## config.mk

```make
export PLATFORM = sky130hd
export DESIGN_NAME = counter_cmd_driver_flat
export DESIGN_NICKNAME = d
export VERILOG_FILES = /design/src/rtl/counter_pkg.sv /design/src/rtl/counter_cmd_driver_if.sv /design/src/rtl/cycle_downcounter.sv /design/src/rtl/counter_cmd_driver.sv /design/src/flat_wrapper.sv
export SDC_FILE = /design/constraint.sdc
export NUM_CORES = 1
export LEC_CHECK = 0
export ABC_AREA = 1
export CAP_MARGIN = 20
export CORE_ASPECT_RATIO = 1.75
export CORE_MARGIN = 4
export CORE_UTILIZATION = 49
export CTS_BUF_LIST = sky130_fd_sc_hd__clkbuf_8
export DETAILED_ROUTE_END_ITERATION = 8
export PLACE_DENSITY = 0.88
export SLEW_MARGIN = 5
export SYNTH_ARGS = -nofsm -noshare
export SYNTH_HDL_FRONTEND = slang
export SYNTH_HIERARCHICAL = 1
export SYNTH_SLANG_ARGS = --single-unit
```

## constraint.sdc

```tcl
create_clock -name clk -period 1.5 [get_ports clk]
set_input_delay 0.3 -clock clk [delete_from_list [all_inputs] [get_ports clk]]
set_output_delay 0.3 -clock clk [all_outputs]
set_load 0.05 [all_outputs]
```

## src/rtl/counter_pkg.sv

```systemverilog
// Shared encodings for the modulo-N Counter and its command driver.
// Holds Counter opcodes, driver command codes, FSM states and the opcode-mapping helper.
package counter_pkg;

    localparam logic [2:0] OPC_NOP  = 3'd0;
    localparam logic [2:0] OPC_LOAD = 3'd1;
    localparam logic [2:0] OPC_HOLD = 3'd2;
    localparam logic [2:0] OPC_UP   = 3'd3;
    localparam logic [2:0] OPC_DOWN = 3'd4;

    localparam logic [2:0] CMD_NOP        = 3'd0;
    localparam logic [2:0] CMD_LOAD       = 3'd1;
    localparam logic [2:0] CMD_HOLD_N     = 3'd2;
    localparam logic [2:0] CMD_UP_N       = 3'd3;
    localparam logic [2:0] CMD_DOWN_N     = 3'd4;
    localparam logic [2:0] CMD_UP_UNTIL   = 3'd5;
    localparam logic [2:0] CMD_DOWN_UNTIL = 3'd6;
    localparam logic [2:0] CMD_RSVD       = 3'd7;

    localparam logic [2:0] ST_IDLE = 3'd0;
    localparam logic [2:0] ST_LOAD = 3'd1;
    localparam logic [2:0] ST_RUN  = 3'd2;
    localparam logic [2:0] ST_SEEK = 3'd3;
    localparam logic [2:0] ST_FIN  = 3'd4;

    // Counter opcode issued on each counting cycle of a RUN or SEEK command.
    function automatic logic [2:0] step_opcode(input logic [2:0] op);
        case (op)
            CMD_UP_N, CMD_UP_UNTIL:     step_opcode = OPC_UP;
            CMD_DOWN_N, CMD_DOWN_UNTIL: step_opcode = OPC_DOWN;
            default:                    step_opcode = OPC_HOLD;
        endcase
    endfunction

endpackage

```

## src/rtl/counter_cmd_driver_if.sv

```systemverilog
// Command channel into the driver: valid/ready handshake carrying opcode and argument.
// The command source uses master, the driver uses slave.
interface counter_cmd_driver_if #(parameter int ARG_WIDTH = 8);
    logic                 cmd_valid;
    logic                 cmd_ready;
    logic [2:0]           cmd_op;
    logic [ARG_WIDTH-1:0] cmd_arg;

    modport master (output cmd_valid, output cmd_op, output cmd_arg, input cmd_ready);
    modport slave  (input cmd_valid, input cmd_op, input cmd_arg, output cmd_ready);
endinterface

```

## src/rtl/cycle_downcounter.sv

```systemverilog
// Loadable down-counter with zero flag; sets RUN length and bounds SEEK.
// Load has priority over decrement; the count saturates at zero.
module cycle_downcounter #(
    parameter int W = 8
) (
    input  logic         clk,
    input  logic         reset_sync,
    input  logic         load,
    input  logic [W-1:0] load_val,
    input  logic         dec,
    output logic         zero
);
    logic [W-1:0] cnt;

    always_ff @(posedge clk) begin
        if (!reset_sync) begin
            cnt <= '0;
        end else if (load) begin
            cnt <= load_val;
        end else if (dec && (cnt != '0)) begin
            cnt <= cnt - 1'b1;
        end
    end

    assign zero = (cnt == '0);
endmodule

```

## src/rtl/counter_cmd_driver.sv

```systemverilog
// Turns valid/ready commands into cycle-by-cycle opcodes for the modulo-N Counter.
// Accepts only in IDLE; every command ends with a one-cycle done pulse in FIN.
module counter_cmd_driver
    import counter_pkg::*;
#(
    parameter int N         = 9,
    parameter int WIDTH     = 4,
    parameter int ARG_WIDTH = 8
) (
    input  logic                 clk,
    input  logic                 reset_sync,
    counter_cmd_driver_if.slave  cmd,
    input  logic [WIDTH-1:0]     cnt_result,
    input  logic                 cnt_y,
    output logic [2:0]           opcode,
    output logic [WIDTH-1:0]     data,
    output logic                 busy,
    output logic                 done,
    output logic                 err,
    output logic [ARG_WIDTH-1:0] wrap_cnt
);
    localparam logic [ARG_WIDTH-1:0] N_ARG = ARG_WIDTH'(N);

    logic [2:0]           state, state_nxt;
    logic [2:0]           op_q;
    logic [WIDTH-1:0]     target_q;
    logic [WIDTH-1:0]     data_q;
    logic [ARG_WIDTH-1:0] wrap_q;
    logic                 err_q;

    logic accept, is_n, is_until, bad_cmd, seek_hit, dc_zero, counting;

    assign accept   = (state == ST_IDLE) && cmd.cmd_valid;
    assign is_n     = (cmd.cmd_op == CMD_HOLD_N) || (cmd.cmd_op == CMD_UP_N) || (cmd.cmd_op == CMD_DOWN_N);
    assign is_until = (cmd.cmd_op == CMD_UP_UNTIL) || (cmd.cmd_op == CMD_DOWN_UNTIL);
    assign bad_cmd  = (cmd.cmd_op == CMD_RSVD) || (is_until && (cmd.cmd_arg >= N_ARG));
    assign seek_hit = (cnt_result == target_q);
    assign counting = (state == ST_RUN) || (state == ST_SEEK);

    // RUN preloads arg-1 so it lasts exactly arg cycles; SEEK allows N steps before timing out.
    cycle_downcounter #(.W(ARG_WIDTH)) u_dc (
        .clk        (clk),
        .reset_sync (reset_sync),
        .load       (accept),
        .load_val   (is_n ? (cmd.cmd_arg - 1'b1) : N_ARG),
        .dec        ((state == ST_RUN) || ((state == ST_SEEK) && !seek_hit)),
        .zero       (dc_zero)
    );

    always_comb begin
        state_nxt = state;
        case (state)
            ST_IDLE: begin
                if (accept) begin
                    if (bad_cmd || (cmd.cmd_op == CMD_NOP) || (is_n && (cmd.cmd_arg == '0)))
                        state_nxt = ST_FIN;
                    else if (cmd.cmd_op == CMD_LOAD)
                        state_nxt = ST_LOAD;
                    else if (is_n)
                        state_nxt = ST_RUN;
                    else
                        state_nxt = ST_SEEK;
                end
            end
            ST_LOAD: state_nxt = ST_FIN;
            ST_RUN:  if (dc_zero) state_nxt = ST_FIN;
            ST_SEEK: if (seek_hit || dc_zero) state_nxt = ST_FIN;
            ST_FIN:  state_nxt = ST_IDLE;
            default: state_nxt = ST_IDLE;
        endcase
    end

    // SEEK holds on the matching cycle so the Counter never overshoots the target.
    always_comb begin
        opcode = OPC_HOLD;
        case (state)
            ST_LOAD: opcode = OPC_LOAD;
            ST_RUN:  opcode = step_opcode(op_q);
            ST_SEEK: opcode = (seek_hit || dc_zero) ? OPC_HOLD : step_opcode(op_q);
            default: opcode = OPC_HOLD;
        endcase
    end

    always_ff @(posedge clk) begin
        if (!reset_sync) begin
            state    <= ST_IDLE;
            op_q     <= CMD_NOP;
            target_q <= '0;
            data_q   <= '0;
            wrap_q   <= '0;
            err_q    <= 1'b0;
        end else begin
            state <= state_nxt;
            if (accept) begin
                op_q     <= cmd.cmd_op;
                target_q <= cmd.cmd_arg[WIDTH-1:0];
                err_q    <= bad_cmd;
                wrap_q   <= '0;
                if (cmd.cmd_op == CMD_LOAD)
                    data_q <= cmd.cmd_arg[WIDTH-1:0];
            end else begin
                if ((state == ST_SEEK) && !seek_hit && dc_zero)
                    err_q <= 1'b1;
                if (counting && cnt_y && (wrap_q != '1))
                    wrap_q <= wrap_q + 1'b1;
            end
        end
    end

    assign cmd.cmd_ready = (state == ST_IDLE);
    assign busy          = (state != ST_IDLE);
    assign done          = (state == ST_FIN);
    assign err           = err_q;
    assign wrap_cnt      = wrap_q;
    assign data          = data_q;
endmodule

```

## src/flat_wrapper.sv

```systemverilog
// flat-port wrapper written by rule: the top's interface ports become plain ports
module counter_cmd_driver_flat import counter_pkg::*;
#(
    parameter int N         = 9,
    parameter int WIDTH     = 4,
    parameter int ARG_WIDTH = 8
)
  (clk, reset_sync, cnt_result, cnt_y, opcode, data, busy, done, err, wrap_cnt, cmd_cmd_valid, cmd_cmd_op, cmd_cmd_arg, cmd_cmd_ready);
  counter_cmd_driver_if #(.ARG_WIDTH(ARG_WIDTH)) cmd_i ();
  input  logic clk;
  input  logic reset_sync;
  input  logic [WIDTH-1:0] cnt_result;
  input  logic cnt_y;
  output logic [2:0] opcode;
  output logic [WIDTH-1:0] data;
  output logic busy;
  output logic done;
  output logic err;
  output logic [ARG_WIDTH-1:0] wrap_cnt;
  input wire logic [$bits(cmd_i.cmd_valid)-1:0] cmd_cmd_valid;
  input wire logic [$bits(cmd_i.cmd_op)-1:0] cmd_cmd_op;
  input wire logic [$bits(cmd_i.cmd_arg)-1:0] cmd_cmd_arg;
  output wire logic [$bits(cmd_i.cmd_ready)-1:0] cmd_cmd_ready;
  assign cmd_i.cmd_valid = cmd_cmd_valid;
  assign cmd_i.cmd_op = cmd_cmd_op;
  assign cmd_i.cmd_arg = cmd_cmd_arg;
  assign cmd_cmd_ready = cmd_i.cmd_ready;
  counter_cmd_driver #(.N(N), .WIDTH(WIDTH), .ARG_WIDTH(ARG_WIDTH)) u_core (.clk(clk), .reset_sync(reset_sync), .cmd(cmd_i), .cnt_result(cnt_result), .cnt_y(cnt_y), .opcode(opcode), .data(data), .busy(busy), .done(done), .err(err), .wrap_cnt(wrap_cnt));
endmodule
```

==> results of run 1 <==
==> metrics by stage <==
step	setup slack (ns)	std cells	util [%]	setup TNS [ns]	area, µm²
after detailed placement	-0.7382	474	78.38	-10.16	3253
after CTS	-0.4638	511	90.68	-1.884	3764
after global placement	-0.5862	474	78.38	-7.724	3253
after floorplan	-0.1392	333	-	-1.171	2248
==> kinds of logic after synthesis <==
group / count (synthesis) / synth area share [%]
xor+xnor: 3 / 1.258
flops: 31 / 29.70
simple gates: 173 / 38.14
fa+ha+maj: 6 / 3.593
buf+inv: 62 / 11.68
compound gates: 58 / 15.63
==> cells in the mapped netlist, drive strengths merged <==
cell type	instances	area [µm²]
or2	1	6.260
a21oi	27	146.4
o31ai	1	7.510
xor2	1	8.760
clkbuf	2	7.510
nor2	46	204.0
inv	58	220.2
nand4	5	31.28
o21ai	25	125.1
buf	1	11.26
o211ai	2	15.01
ha	6	75.07
nor3	5	25.02
clkinv	1	5.000
nand2	86	370.3
nor3b	1	7.510
xnor2	2	17.52
dfxtp	31	620.6
nand3	26	130.1
nand3b	3	22.52
a211oi	3	32.53
==> what timing repair did <==
action                     4_1_cts
setup endpoints to repair       22
setup buffers                   30
cloned                           1
resized for setup               70
pin swaps                       20
==> metrics, run 1 <==
Mean Syn Cell Area 6.275 µm²; row cnt 31; die width 57.37 µm; HPWL after detailed placement 5.657 mm; Mapped Nets 358; H-tree Lvls 2; Last stage global routing (5_1_grt); IO Count 38; worst endpoint after global-route timing repair opcode[0]; TritonCTS buffer count 5; Initial Util 50.35%; # port buffers 37; clock root buffer clkbuf_8; Worst EP kind output port; synth warn 6; placer's final routability congestion estimate 0.8805; Syn Inst Count 333; clock sink total 31; synthesized area 2090 µm²; tool error [ERROR DPL-0038] Utilization greater than 100%, impossible to legalize; status did not finish; Cell variety after synth 31; clk buf depth 2; hold buffer count at CTS 0; post-synthesis sequential area ratio 29.70%; Yosys reg bits 31; die height 94.39 µm; largest net degree at the start of global routing 13
==> inputs of run 2 (changes only) <==
--- a/config.mk
+++ b/config.mk
@@ -7,12 +7,10 @@
 export LEC_CHECK = 0
 export ABC_AREA = 1
 export CAP_MARGIN = 20
-export CORE_ASPECT_RATIO = 1.75
 export CORE_MARGIN = 4
-export CORE_UTILIZATION = 49
-export CTS_BUF_LIST = sky130_fd_sc_hd__clkbuf_8
+export CORE_UTILIZATION = 40
 export DETAILED_ROUTE_END_ITERATION = 8
-export PLACE_DENSITY = 0.88
+export PLACE_DENSITY_LB_ADDON = 0.15
 export SLEW_MARGIN = 5
 export SYNTH_ARGS = -nofsm -noshare
 export SYNTH_HDL_FRONTEND = slang
==> constraint.sdc (replaced) <==
create_clock -name clk -period 2 [get_ports clk]
set_input_delay 0.4 -clock clk [delete_from_list [all_inputs] [get_ports clk]]
set_output_delay 0.4 -clock clk [all_outputs]
set_load 0.05 [all_outputs]
==> run 2 against run 1 <==
  * The run now ends clean
  * Synthesized cell count did not move
  * Synthesized area did not move
==> metrics, run 2 <==
most frequent cells in the layout nand2_1 (74), inv_1 (47), buf_4 (42), nor2_1 (36); Post-DRT Antenna Nets 0; antenna violations before repair 0; gr usage total 18.07%; Synth area leader dfxtp_1; Worst Hold Class flip-flop to flip-flop; fraction of layout cells with a size suffix above 1 24.82%; synthesized area 2090 µm² (unchanged); Mean Syn Cell Area 6.275 µm² (unchanged); DRT Wirelength 5.351 mm; drt wl/cell 11.03 µm; CP max stage cell dfxtp_2; clock sink total 31 (unchanged); die height 80.28 µm (-15%); clk buf depth 2 (unchanged); skew final 0.002138 ns; CTS tree yes; max incr delay on CP 0.34 ns; hold buffer count at CTS 0 (unchanged); P per Cell Area 767.5 nW/µm²; Slew HR 57.77%; RSZ-0062 raised after global routing yes; final worst-path setup slack 0.007523 ns; drt pass-1 iters 4; H-tree Lvls 2 (unchanged); Worst Setup Start Kind flip-flop; Initial Util 41.17% (-9.2 points); crit end category primary output; post-synthesis sequential area ratio 29.70% (unchanged); Cell variety after synth 31 (unchanged); largest net degree at the start of global routing 15; fin util 59.62%; Finished Cell Area 3025 µm²; Worst VDD drop 0.3541 mV; Setup violations, final 0; post-layout net count 439; Reg area 634.4 µm²; Tmin final 1.992 ns; core footprint 5075 µm²; GR Overflow Total 0; Area after DPL 2689 µm² (-17%); die width 80.28 µm (+40%); via/cell ratio 4.767; total placed cells including tap cells 455 (-4.0%); top-count cell post-synth nand2_1; maxcap violations 0; # DRC 0; Cell Chain, Critical Path inv_2 > ha_4 > nand2_4 > nor2_4 > inv_2 > nand2_2 > buf_6 > a211oi_4 > buf_12; Async SR Flop Fraction 0% (unchanged); DR iter-0 viols 102; Buf/Inv on CP 4; Primary FF master, synth dfxtp_1; Area contributors post-synth dfxtp_1 (30%), nand2_1 (14%), inv_1 (9.0%); period utilization 99.62%; final hold violations 0; synth warn 6 (unchanged); Die Area 6444 µm²; EDFF count, synth 0 (unchanged); Yosys reg bits 31 (unchanged); Pwr Total 2.322 mW; critical path required time 1.60 ns; placer's final routability congestion estimate 0.8596 (-2.4%); TritonCTS buffer count 5 (unchanged); worst-skew pair later-pin latency 0.28 ns; Antenna Cells 0; # port buffers 37 (unchanged); area delta synth->final 44.79%; cell family with most CP delay buffers and inverters; Leakage 1.416 nW; Multi-input gate area 1285 µm²; fmax 0.5019 GHz; Syn Inst Count 333 (unchanged); row cnt 26 (-16%); first-pass GRT wire length 9.163 mm; IO Count 38 (unchanged); Worst-path clk slew 0.07 ns; clock root buffer clkbuf_8; Layout fillers 511; worst-margin pin slew 0.6269 ns; share of the synthesized area in the top cell type 29.70% (unchanged); fin. max-slew vios 0; number of global-route vias before repair 2,188; Worst EP arrival 1.59 ns; synth cell count leaders nand2_1 (77), inv_1 (50), nor2_1 (41); HPWL after detailed placement 3.995 mm (-29%); worst slack at placement -0.2185 ns (+0.5197 ns); commonest non-fill, non-tap cell in the layout nand2_1; most used cell, CP inv_2; Mapped Nets 358 (unchanged); DR vias 2,312; Hold WS 0.4709 ns; setup_tns 0 ns; Post-Layout Cell Count 485; worst-path fanout max 2; Worst Setup Path Type flip-flop to primary output; status finished, final reports clean
## run 2: what timing repair did
item                                   in CTS  in global routing
endpoints found under the hold margin       0                  0
resized for setup                          24                  9
buffers inserted                           17                  5
setup endpoints to repair                   3                  3
gates cloned                                0                  0
pin swaps                                  12                  7
## run 2: worst min-delay path: stages (launching register included)
cell and delay, ns:
dfxtp_1 0.31, inv_1 0.06, a21oi_1 0.05
## run 2: worst paths after layout
path | startpoint | endpoint | slack (ns) | cells past startpoint
worst min register to register | u_core/target_q[0] | u_core/target_q[0] | 0.47 | 2
worst max register to register | u_core/target_q[2] | u_core/state[1] | 0.12 | 16
worst max-delay path | u_core/u_dc/cnt[1] | opcode[2] | 0.008 | 9
worst min-delay path | u_core/target_q[0] | u_core/target_q[0] | 0.47 | 2
## run 2: area by class of cell
type	count	share of cell area, %
multi-input combinational	240	42.47
timing repair buffer	77	22.91
sequential	31	20.97
inverter	59	7.444
clock buffer	8	3.309
tap	70	2.895
## run 2: power breakdown
group          leakage [nW]  internal, mW  total [mW]  switching, mW
Combinational          1.11         0.459        1.03          0.573
Sequential            0.257         0.683       0.739         0.0561
Clock                0.0515         0.314       0.551          0.237
Total                  1.42          1.46        2.32          0.867
## run 2: cells by family after synthesis
group	Yosys count	synth area share [%]
compound gates	58	15.63
buf+inv	62	11.68
fa+ha+maj	6	3.593
simple gates	173	38.14
xor+xnor	3	1.258
flops	31	29.70
## run 2: routing by layer
metal / share of wire [%] / track usage [%] / vias up / wire (µm)
met1: 46 / 21.84 / 1032 / 2455
met5: 0 / 0 / - / 0
li1: - / - / 1219 / -
met4: 2.6 / 9.459 / 0 / 140
met3: 4.2 / 3.475 / 11 / 227
met2: 47 / 30.13 / 50 / 2528
Note: power is estimated with default switching activity, not from simulation.
==> inputs of run 3 (changes only) <==
--- a/config.mk
+++ b/config.mk
@@ -11,6 +11,7 @@
 export CORE_UTILIZATION = 40
 export DETAILED_ROUTE_END_ITERATION = 8
 export PLACE_DENSITY_LB_ADDON = 0.15
+export RECOVER_POWER = 50
 export SLEW_MARGIN = 5
 export SYNTH_ARGS = -nofsm -noshare
 export SYNTH_HDL_FRONTEND = slang
==> run 3 against run 2 <==
  * Worst setup slack hardly changed
  * Non-clock buffer count stayed put
  * Critical path depth stayed put
  * Hold slack hardly changed
  * Clock skew hardly changed
  * Clock power hardly changed
  * Critical path type unchanged
==> metrics, run 3 (synthesized netlist as in run 2, its figures left out) <==
Post-DRT Antenna Nets 0 (unchanged); post-layout net count 439 (unchanged); setup_tns 0 ns (unchanged); drt wl/cell 11.08 µm (+0.45%); switching pwr 861.0 µW (-0.65%); largest net degree at the start of global routing 15 (unchanged); worst slack at placement -0.2185 ns (unchanged); fmax 0.5019 GHz (about the same); row cnt 26 (unchanged); hold buffer count at CTS 0 (unchanged); Leakage 1.383 nW (-2.3%); crit end category primary output; Multi-input gate area 1266 µm² (-1.5%); Pwr Total 2.307 mW (-0.63%); met3 wire length 237 µm (+4.4%); Worst Setup Path Type flip-flop to primary output; die height 80.28 µm (unchanged); gr usage total 18.07% (unchanged); H-tree Lvls 2 (unchanged); Slew HR 57.05% (-0.71 points); most frequent cells in the layout nand2_1 (74), inv_1 (48), buf_4 (38), nor2_1 (36); clock root buffer clkbuf_8; fin. max-slew vios 0 (unchanged); top sig layer met4; P per Cell Area 771.2 nW/µm² (+0.49%); via/cell ratio 4.777 (+0.22%); worst-skew pair later-pin latency 0.28 ns (about the same); Worst VDD drop 0.3502 mV (-1.1%); antenna violations before repair 0 (unchanged); placer's final routability congestion estimate 0.8596 (unchanged); status finished, final reports clean; Layout fillers 519 (+1.6%); Worst EP arrival 1.59 ns (about the same); maxcap violations 0 (unchanged); final worst-path setup slack 0.007678 ns (+0.0001552 ns); die width 80.28 µm (unchanged); number of global-route vias before repair 2,188 (unchanged); final hold violations 0 (unchanged); GR Overflow Total 0 (unchanged); drt pass-1 iters 4 (unchanged); Int Pwr 1.446 mW (-0.62%); IO Count 38 (unchanged); CTS tree yes; RSZ-0062 raised after global routing yes; Setup violations, final 0 (unchanged); Worst Setup Start Kind flip-flop; Worst-path clk slew 0.07 ns (about the same); fraction of layout cells with a size suffix above 1 23.61% (-1.2 points); clock sink total 31 (unchanged); core footprint 5075 µm² (unchanged); Met1 Wirelength 2.487 mm (+1.3%); clk buf depth 2 (unchanged); critical path required time 1.60 ns (about the same); met2 WL 2.496 mm (-1.3%); Die Area 6444 µm² (unchanged); TritonCTS buffer count 5 (unchanged); sw frac 37.32% (about the same); Antenna Cells 0 (unchanged); Seq pwr share 32.0% (+0.2 points); HPWL after detailed placement 3.995 mm (unchanged); # port buffers 37 (unchanged); # DRC 0 (unchanged); worst-path fanout max 2 (unchanged); worst-margin pin slew 0.6442 ns (+0.01728 ns); DR iter-0 viols 102 (unchanged); area delta synth->final 43.17%; Initial Util 41.17% (unchanged); Tmin final 1.992 ns (-0.0001552 ns); DRT Wirelength 5.375 mm (+0.45%); Logic pwr share 44.1% (-0.3 points); fin util 58.95% (-0.67 points); first-pass GRT wire length 9.163 mm (unchanged); Reg area 634.4 µm² (unchanged); DR vias 2,317 (+0.22%); commonest non-fill, non-tap cell in the layout nand2_1; Worst Hold Class flip-flop to flip-flop; skew final 0.002497 ns (+0.0003595 ns); period utilization 99.62% (about the same); Clock Power Share 23.9% (+0.2 points)
[run 3: power by group through the flow]
stage               Sequential, mW  Clock, mW  Combinational (mW)
detailed placement           0.739          0               0.843
floorplan                    0.753          0               0.548
CTS                          0.734      0.574               0.967
global placement             0.737          0               0.837
finish                       0.738      0.551                1.02
global route                 0.746      0.612                1.12
[run 3: layer usage]
layer,vias to the layer above,track usage (%)
met5,-,0
met3,13,3.475
met4,0,9.459
met1,1031,21.84
li1,1219,-
met2,54,30.13
[run 3: stage by stage]
step	area (µm²)	hold slack [ns]	instances
3_5_place_dp	2689	0.4614	455
4_1_cts	2964	0.4706	480
6_report	2992	0.4709	485
5_1_grt	2992	0.4862	485
2_1_floorplan	2095	0.4403	333
3_3_place_gp	2689	0.4508	455
[run 3: path summary, 6_finish.rpt]
check / from / to / slack, ns / depth (start not counted)
worst max-delay path: u_core/u_dc/cnt[1] / opcode[2] / 0.008 / 9
worst min-delay path: u_core/target_q[0] / u_core/target_q[0] / 0.47 / 2
worst max register to register: u_core/target_q[2] / u_core/state[0] / 0.12 / 15
worst min register to register: u_core/target_q[0] / u_core/target_q[0] / 0.47 / 2
[run 3: final cells by class]
cell class | instances | area share, %
Clock buffer | 8 | 3.346
Inverter | 59 | 7.528
Multi-Input combinational cell | 240 | 42.33
Sequential cell | 31 | 21.20
Tap cell | 70 | 2.928
Timing Repair Buffer | 77 | 22.67
[run 3: critical path, stage by stage (launching register included)]
cell and delay (ns):
dfxtp_2 0.34, inv_2 0.05, ha_4 0.16, nand2_4 0.07
nor2_4 0.04, inv_2 0.07, nand2_2 0.06, buf_6 0.12
a211oi_4 0.24, buf_12 0.17
[run 3: timing repair]
action,in CTS,in global routing
pin swaps,12,7
endpoints found under the hold margin,0,0
gates resized for setup,24,9
endpoints found under the setup margin,3,3
setup buffers,17,5
==> inputs of run 4 (changes only) <==
--- a/config.mk
+++ b/config.mk
@@ -7,8 +7,8 @@
 export LEC_CHECK = 0
 export ABC_AREA = 1
 export CAP_MARGIN = 20
-export CORE_MARGIN = 4
 export CORE_UTILIZATION = 40
+export CTS_CLUSTER_DIAMETER = 100
 export DETAILED_ROUTE_END_ITERATION = 8
 export PLACE_DENSITY_LB_ADDON = 0.15
 export RECOVER_POWER = 50
==> run 4 against run 3 <==
  * Register-to-register slack is essentially flat
  * Count of clock-buffer cells in the layout shrank 1
  * Clock skew rose by 0.0042 ns
  * Sequential power hardly changed
  * First-iteration DRC count shrank 16%
  * Hold slack lost 0.0050 ns
  * Critical endpoint unchanged
  * Sequential share of layout area increased by 0.83 points
  * Power shrank 5.7%
  * Design area fell by 3.4%
==> metrics, run 4 (synthesized netlist as in run 2, its figures left out) <==
DRT Wirelength 5.241 mm (-2.5%); Leakage 1.316 nW (-4.9%); first-pass GRT wire length 9.004 mm (-1.7%); placer's final routability congestion estimate 0.8856 (+3.0%); drt pass-1 iters 4 (unchanged); r2r worst-path depth 14 (-1); Worst-path clk slew 0.06 ns (about the same); clock root buffer clkbuf_8; RSZ-0062 raised after global routing yes; # DRC 0 (unchanged); critical register-to-register path endpoint u_core/u_dc/cnt[2]; Slew HR 58.39% (+1.3 points); Worst Setup Path Type flip-flop to primary output; final worst-path setup slack 0.007079 ns (-0.0005992 ns); via/cell ratio 4.849 (+1.5%); Tmin final 1.993 ns (+0.0005992 ns); H-tree Lvls 2 (unchanged); fraction of layout cells with a size suffix above 1 21.64% (-2.0 points); TritonCTS buffer count 5 (unchanged); antenna violations before repair 0 (unchanged); Hold EP u_core/target_q[3]; Post-Layout Cell Count 469 (-3.3%); post-layout net count 426 (-3.0%); die width 74.28 µm (-7.5%); Multi-input gate area 1276 µm² (+0.79%); P per Cell Area 752.7 nW/µm² (-2.4%); core footprint 4880 µm² (-3.8%); Post-DRT Antenna Nets 0 (unchanged); # port buffers 37 (unchanged); DR vias 2,274 (-1.9%); CTS tree yes; drt wl/cell 11.17 µm (+0.83%); fin. max-slew vios 0 (unchanged); number of global-route vias before repair 2,162 (-1.2%); row cnt 25 (-3.8%); worst-skew pair later-pin latency 0.28 ns (about the same); DR iter-0 viols 86 (-16%); setup_tns 0 ns (unchanged); Die Area 5517 µm² (-14%); skew final 0.006745 ns (+0.004247 ns); most frequent cells in the layout nand2_1 (74), inv_1 (46), nor2_1 (37), clkdlybuf4s50_1 (27); Initial Util 42.82% (+1.6 points); Antenna Cells 0 (unchanged); FF-to-FF setup slack 0.13 ns (about the same); Worst Hold Class flip-flop to flip-flop; total placed cells including tap cells 455 (unchanged); worst-margin pin slew 0.6176 ns (-0.02656 ns); GR Overflow Total 0 (unchanged); fmax 0.5018 GHz (about the same); Hold Path Depth 2 (unchanged); critical path required time 1.60 ns (about the same); area delta synth->final 38.32%; clock sink total 31 (unchanged); maxcap violations 0 (unchanged); Reg area 636.9 µm² (+0.39%); Worst VDD drop 0.3339 mV (-4.7%); Setup violations, final 0 (unchanged); clk buf depth 2 (unchanged); period utilization 99.65% (about the same); IO Count 38 (unchanged); commonest non-fill, non-tap cell in the layout nand2_1; hold path start u_core/target_q[3]; status finished, final reports clean; final hold violations 0 (unchanged); Layout fillers 478 (-7.9%); worst-path fanout max 3 (+1); worst slack at placement -0.2568 ns (-0.03832 ns); largest net degree at the start of global routing 19 (+4); HPWL after detailed placement 3.983 mm (-0.30%); gr usage total 20.93% (+2.9 points); Worst EP arrival 1.59 ns (about the same); hold buffer count at CTS 0 (unchanged); R2R Path Start u_core/target_q[1]; crit end category primary output; die height 74.28 µm (-7.5%); Hold WS 0.4660 ns (-0.004963 ns); Worst Setup Start Kind flip-flop
==> run 4: final cells by class <==
type	count	area share, %
Inverter	59	7.792
Multi-Input combinational cell	240	44.16
Clock inverter	1	0.1732
Timing Repair Buffer	64	20.30
Sequential cell	31	22.03
Tap cell	67	2.900
Clock buffer	7	2.641
==> run 4: worst max-delay path by stage <==
stage	start	slack (ns)	end
final	u_core/u_dc/cnt[1]	0.007	opcode[2]
after global routing	u_core/u_dc/cnt[0]	-0.06	opcode[2]
after CTS	u_core/u_dc/cnt[1]	-0.01	opcode[2]
after detailed placement	cnt_result[1]	-0.26	opcode[0]
after global placement	cnt_result[1]	-0.21	opcode[0]
after floorplan	u_core/u_dc/cnt[0]	0.01	opcode[2]
==> run 4: timing repair <==
action | CTS | global route
setup buffers | 4 | 2
pin swaps | 11 | 11
resized for setup | 26 | 17
endpoints found under the setup margin | 3 | 11
==> run 4: through the flow <==
stage                     power, mW  cell area [µm²]  utilization [%]
after global placement        1.586             2710            55.54
after global routing          2.327             2890            59.23
final                         2.175             2890            59.23
after floorplan               1.301             2095                -
after CTS                     2.170             2883            59.08
after detailed placement      1.601             2710            55.54
==> run 4: critical path: stages, from the launching register on <==
cell      delay, ns
dfxtp_2        0.34
inv_2          0.05
ha_4           0.15
nand2_4        0.06
nor2_4         0.04
inv_2          0.08
nand2_4        0.06
buf_6          0.11
a211oi_4       0.23
buf_12         0.17
==> run 4: per-layer routing <==
layer,share of wire (%),global-route usage (%),vias up
met5,0,0,-
met4,1.4,7.547,0
met3,3.9,2.846,9
met2,49,38.08,53
met1,45,25.06,1015
li1,-,-,1197
==> run 4: power breakdown <==
part	leakage [nW]	internal [mW]	switching, mW	total [mW]
Combinational	1.02	0.402	0.567	0.969
Clock	0.0422	0.244	0.224	0.468
Sequential	0.257	0.683	0.0560	0.739
